`src/rtl/io_cycle_sequencer.sv`:
```
// Sequences one CPU I/O bus cycle at a time onto the port-decode fabric:
// setup, timed read/write strobe (stretched for slow ports or port_wait), hold, done.
module io_cycle_sequencer #(
    parameter int unsigned SETUP_CYC   = 1,
    parameter int unsigned STROBE_CYC  = 2,
    parameter int unsigned SLOW_CYC    = 6,
    parameter int unsigned HOLD_CYC    = 1,
    parameter logic [7:0]  SLOW_BASE   = 8'h34,
    parameter logic [7:0]  SLOW_MASK   = 8'hFE,
    parameter int unsigned TIMEOUT_CYC = 255
) (
    input  logic       clock,
    input  logic       reset_n,
    input  logic       io_req,
    input  logic       io_wr,
    input  logic [7:0] io_addr,
    input  logic [7:0] io_wdata,
    input  logic [7:0] port_rdata,
    input  logic       port_wait,
    output logic [7:0] port_addr,
    output logic [7:0] port_wdata,
    output logic       ioread,
    output logic       iowrite,
    output logic       io_busy,
    output logic       io_done,
    output logic [7:0] io_rdata,
    output logic       io_timeout
);

    localparam logic [3:0] SETUP_N   = (SETUP_CYC   == 0) ? 4'd1 : 4'(SETUP_CYC);
    localparam logic [3:0] STROBE_N  = (STROBE_CYC  == 0) ? 4'd1 : 4'(STROBE_CYC);
    localparam logic [3:0] SLOW_N    = (SLOW_CYC    == 0) ? 4'd1 : 4'(SLOW_CYC);
    localparam logic [3:0] HOLD_N    = (HOLD_CYC    == 0) ? 4'd1 : 4'(HOLD_CYC);
    localparam logic [7:0] TIMEOUT_N = (TIMEOUT_CYC == 0) ? 8'd1 : 8'(TIMEOUT_CYC);

    typedef enum logic [2:0] {
        S_IDLE,
        S_SETUP,
        S_STROBE,
        S_HOLD,
        S_DONE
    } state_t;

    state_t     state_q, state_d;
    logic [3:0] cnt_q, cnt_d;
    logic [7:0] scnt_q, scnt_d;
    logic       wr_q, wr_d;
    logic       slow_q, slow_d;
    logic [7:0] addr_q, addr_d;
    logic [7:0] wdata_q, wdata_d;
    logic       ioread_q, ioread_d;
    logic       iowrite_q, iowrite_d;
    logic       busy_q, busy_d;
    logic       done_q, done_d;
    logic [7:0] rdata_q, rdata_d;
    logic       timeout_q, timeout_d;
    logic [7:0] width_c;

    assign width_c = {4'd0, (slow_q ? SLOW_N : STROBE_N)};

    // Next-state and registered-output computation.
    always_comb begin
        state_d   = state_q;
        cnt_d     = cnt_q;
        scnt_d    = scnt_q;
        wr_d      = wr_q;
        slow_d    = slow_q;
        addr_d    = addr_q;
        wdata_d   = wdata_q;
        ioread_d  = 1'b0;
        iowrite_d = 1'b0;
        busy_d    = busy_q;
        done_d    = 1'b0;
        rdata_d   = rdata_q;
        timeout_d = timeout_q;

        case (state_q)
            S_IDLE: begin
                if (io_req) begin
                    wr_d      = io_wr;
                    addr_d    = io_addr;
                    wdata_d   = io_wdata;
                    slow_d    = ((io_addr & SLOW_MASK) == (SLOW_BASE & SLOW_MASK));
                    timeout_d = 1'b0;
                    busy_d    = 1'b1;
                    cnt_d     = 4'd0;
                    state_d   = S_SETUP;
                end
            end
            S_SETUP: begin
                if (cnt_q >= SETUP_N) begin
                    state_d   = S_STROBE;
                    scnt_d    = 8'd1;
                    ioread_d  = ~wr_q;
                    iowrite_d = wr_q;
                end else begin
                    cnt_d = cnt_q + 4'd1;
                end
            end
            S_STROBE: begin
                if ((scnt_q >= width_c) && !port_wait) begin
                    state_d = S_HOLD;
                    cnt_d   = 4'd1;
                    if (!wr_q) rdata_d = port_rdata;
                end else if (port_wait && (scnt_q >= TIMEOUT_N)) begin
                    // Hung port: abandon the transfer, reads return all-ones.
                    state_d   = S_HOLD;
                    cnt_d     = 4'd1;
                    timeout_d = 1'b1;
                    if (!wr_q) rdata_d = 8'hFF;
                end else begin
                    ioread_d  = ~wr_q;
                    iowrite_d = wr_q;
                    if (scnt_q != 8'hFF) scnt_d = scnt_q + 8'd1;
                end
            end
            S_HOLD: begin
                if (cnt_q >= HOLD_N) begin
                    state_d = S_DONE;
                    done_d  = 1'b1;
                end else begin
                    cnt_d = cnt_q + 4'd1;
                end
            end
            S_DONE: begin
                busy_d  = 1'b0;
                state_d = S_IDLE;
            end
            default: begin
                state_d = S_IDLE;
                busy_d  = 1'b0;
            end
        endcase
    end

    always_ff @(posedge clock or negedge reset_n) begin
        if (!reset_n) begin
            state_q   <= S_IDLE;
            cnt_q     <= 4'd0;
            scnt_q    <= 8'd0;
            wr_q      <= 1'b0;
            slow_q    <= 1'b0;
            addr_q    <= 8'd0;
            wdata_q   <= 8'd0;
            ioread_q  <= 1'b0;
            iowrite_q <= 1'b0;
            busy_q    <= 1'b0;
            done_q    <= 1'b0;
            rdata_q   <= 8'hFF;
            timeout_q <= 1'b0;
        end else begin
            state_q   <= state_d;
            cnt_q     <= cnt_d;
            scnt_q    <= scnt_d;
            wr_q      <= wr_d;
            slow_q    <= slow_d;
            addr_q    <= addr_d;
            wdata_q   <= wdata_d;
            ioread_q  <= ioread_d;
            iowrite_q <= iowrite_d;
            busy_q    <= busy_d;
            done_q    <= done_d;
            rdata_q   <= rdata_d;
            timeout_q <= timeout_d;
        end
    end

    assign port_addr  = addr_q;
    assign port_wdata = wdata_q;
    assign ioread     = ioread_q;
    assign iowrite    = iowrite_q;
    assign io_busy    = busy_q;
    assign io_done    = done_q;
    assign io_rdata   = rdata_q;
    assign io_timeout = timeout_q;

endmodule
```
`config.mk`:
```
export PLATFORM = sky130hd
export DESIGN_NAME = io_cycle_sequencer
export DESIGN_NICKNAME = d
export VERILOG_FILES = /design/src/rtl/io_cycle_sequencer.sv
export SDC_FILE = /design/constraint.sdc
export NUM_CORES = 1
export LEC_CHECK = 0
export CORE_ASPECT_RATIO = 1.2
export CORE_UTILIZATION = 40
export CTS_BUF_LIST = sky130_fd_sc_hd__clkbuf_4 sky130_fd_sc_hd__clkbuf_8
export CTS_CLUSTER_DIAMETER = 50
export DETAILED_ROUTE_END_ITERATION = 16
export GPL_ROUTABILITY_DRIVEN = 0
export GPL_TIMING_DRIVEN = 0
export MAX_ROUTING_LAYER = met4
export PLACE_DENSITY = 0.75
export SYNTH_ARGS = -nofsm -noshare
export SYNTH_HDL_FRONTEND = slang
export SYNTH_SLANG_ARGS = --single-unit
```
`constraint.sdc`:
```
create_clock -name clock -period 2.11 [get_ports clock]
set_input_delay 0.211 -clock clock [delete_from_list [all_inputs] [get_ports clock]]
set_output_delay 0.211 -clock clock [all_outputs]
set_load 0.01 [all_outputs]
```
==> impl_metrics.ini <==
[status]
status = complete, no violations

[yosys]
yosysMostFrequentCell = dfrtp_1
dominantRegCellSynth = dfrtp_1
ys_ff_latch = 46
synth_edf_count = 0
synth_area_leaders = dfrtp_1, dfstp_2, mux2_2
synth-xor-area-share = 0.00405
syn_nets = 215
yosysWarnings = 0
synth_cells = 180
synth_common_cells = dfrtp_1, mux2_2, nor2_1
synth_area_leader_cell = dfrtp_1
yosysUniqueCellTypes = 44
synth_top_cell_area_share = 0.439
syn-mean-instance-area_um2 = 12.0
synth_async_sr_flop_share = 1.00
synthMuxAreaShare = 0.112
synth-compound-area-share = 0.112
synth_area_mm2 = 0.00216
seq_area_frac_synth = 0.536
synthSimpleGateAreaFrac = 0.174
synth-adder-area-share = 0.0347
synth_top_family_by_area = simple AND/OR/NAND/NOR gates

[power]
leakagePower_nw = 1.24
p_total_w = 0.00416
p_per_area_mw_per_mm2 = 1400
irDropWorstVdd_mv = 0.665

[worst_setup_path]
critPathLaunchType = register
crit_path_end_kind = register
arrival_ns = 2.26
required_ns = 2.35
critPathKind = reg -> reg
crit_path_max_fanout = 10

[timing]
finalClockSkew_ns = 0.00893
final_hold_viol_count = 0
drv_slew = 0
layout_setup_ws_ns = 0.0871
setup_viol = 0
max_freq_mhz = 494
worst_slew_pin_slew_ns = 0.522
max_slew_margin = 0.647
min_period_ns = 2.02
min_period_over_period = 0.959
fin_tns_setup_ns = 0
rsz0062_at_grt = no

[job]
max_cap_violations = 0

[routing]
wl_per_cell_um = 14.5
ant_nets = 0
routed_wl_mm = 4.46
first_pass_iters = 4
drcViolationCount = 0
via_count = 1632
via_per_inst = 5.32
initialDrtViolationCount = 92

[floorplanning]
initial_core_util = 0.426
coreArea_mm2 = 0.00508
row_count = 28
pin_count = 58
die_width_um = 69.2
dieArea_mm2 = 0.00571
die_h_um = 82.6

[grt]
grt_use_met1 = 0.191
grt_pass1_vias = 1628
grt_antenna_before_repair = 0
met3_usage = 0.0364
gr-total-overflow = 0
grtUsageTotal = 0.162
grt_max_degree = 41
gr-usage-met2 = 0.281
busiest_layer = met2
grt_pass1_wl_mm = 7.12

[layout]
num_antenna_cells = 0
fin_util = 0.583
drive_gt1_frac = 0.206
num-nets-final = 281
synthToLayoutAreaGrowth_pct = 36.8

[clocking]
htreeDepth = 2
cts_setup_buffers = 0
clk_pin_slew_ns = 0.08
cts.sinks = 46
cts-root-buf = clkbuf_8
numCtsBuffers = 5
max-clock-path-buffers = 2
insertion_delay_ns = 0.30
cts_tree = yes

[placement]
dp_hpwl_mm = 3.27
io_buffers = 57
pre_cts_slack_ns = 0.0672

[min_path]
hold_path.class = in -> async
==> placed cells by master, fill, tap and decap left out, types with 2 or more instances in the layout <==
cell type / count
a21oi_1: 2
dfstp_2: 8
nor2b_1: 3
o21ai_0: 5
dfrtp_1: 37
mux2i_1: 5
nor3_1: 2
mux2_2: 17
nor4b_1: 2
clkbuf_8: 6
nand3_1: 3
clkdlybuf4s50_1: 56
nor4_1: 3
nor3b_1: 3
a221o_1: 2
o22a_1: 2
o21a_1: 8
or4_1: 8
or2_2: 2
clkbuf_1: 3
a211o_1: 2
ha_1: 6
nand2b_1: 2
nand4_1: 3
inv_1: 6
and3_1: 6
buf_2: 6
nor2_1: 9
nand2_1: 8
==> path summary, 6_finish.rpt <==
check                      startpoint       endpoint  slack [ns]  cells past startpoint
hold reg to reg               io_busy        io_busy        0.51                      2
hold / removal                reset_n  port_wdata[3]        0.28                      2
setup / recovery            scnt_q[2]    io_rdata[1]        0.09                      6
setup reg to reg            scnt_q[2]    io_rdata[1]        0.09                      6
min in group clock            io_busy        io_busy        0.51                      2
max in group asynchronous     reset_n    io_rdata[3]        1.31                      3
==> critical path, cell delays in order, from the launching register on <==
cell and delay (ns):
dfrtp_2 0.44, ha_1 0.28, o21ai_0 0.14, a31o_2 0.31, buf_2 0.17, or4_1 0.49
o21a_1 0.12
==> kinds of logic after synthesis <==
kind of cell,count (synthesis)
compound gates,30
xor+xnor,1
fa+ha+maj,6
buf+inv,14
flops,46
mux,22
simple gates,61
==> per-layer routing <==
metal / up-vias / part of all wire
met5: - / 0
met4: 0 / 0.011
met3: 5 / 0.032
met2: 35 / 0.51
met1: 805 / 0.44
li1: 787 / -
==> metrics by stage <==
stage               area, µm²  cells  hold slack [ns]
floorplan                2160    180          -0.0846
global placement         2810    297            0.488
detailed placement       2830    298           0.0656
CTS                      2960    307            0.288
global route             2960    307            0.302
finish                   2960    307            0.285
==> area by class of cell <==
cell class,count,area [µm²]
Clock inverter,1,30.0
Timing Repair Buffer,59,596
Fill cell,449,2120
Sequential cell,46,1160
Clock buffer,7,90.1
Buffer,8,36.3
Multi-Input combinational cell,120,948
Inverter,6,22.5
Tap cell,60,75.1
==> power by group <==
| group | switching (W) | total [W] | internal, W |
|---|---|---|---|
| clock network | 0.000294 | 0.000694 | 0.000399 |
| registers | 0.000194 | 0.00149 | 0.00130 |
| logic | 0.000916 | 0.00197 | 0.00106 |
| total | 0.00140 | 0.00416 | 0.00275 |
==> registers in the layout (all words and copies together) (netlist names) <==
name        cells
cnt_q           4
io_busy         1
io_done         1
io_rdata        8
io_timeout      1
ioread          1
iowrite         1
port_addr       8
port_wdata      8
scnt_q          8
slow_q          1
state_q         3
wr_q            1
==> what timing repair did <==
item | in CTS | in global routing
resized for setup | 0 | 2
hold endpoints to repair | 6 | 0
hold buffers | 1 | 0
setup endpoints to repair | 0 | 5
No activity file was read; power rests on OpenSTA's default activity.
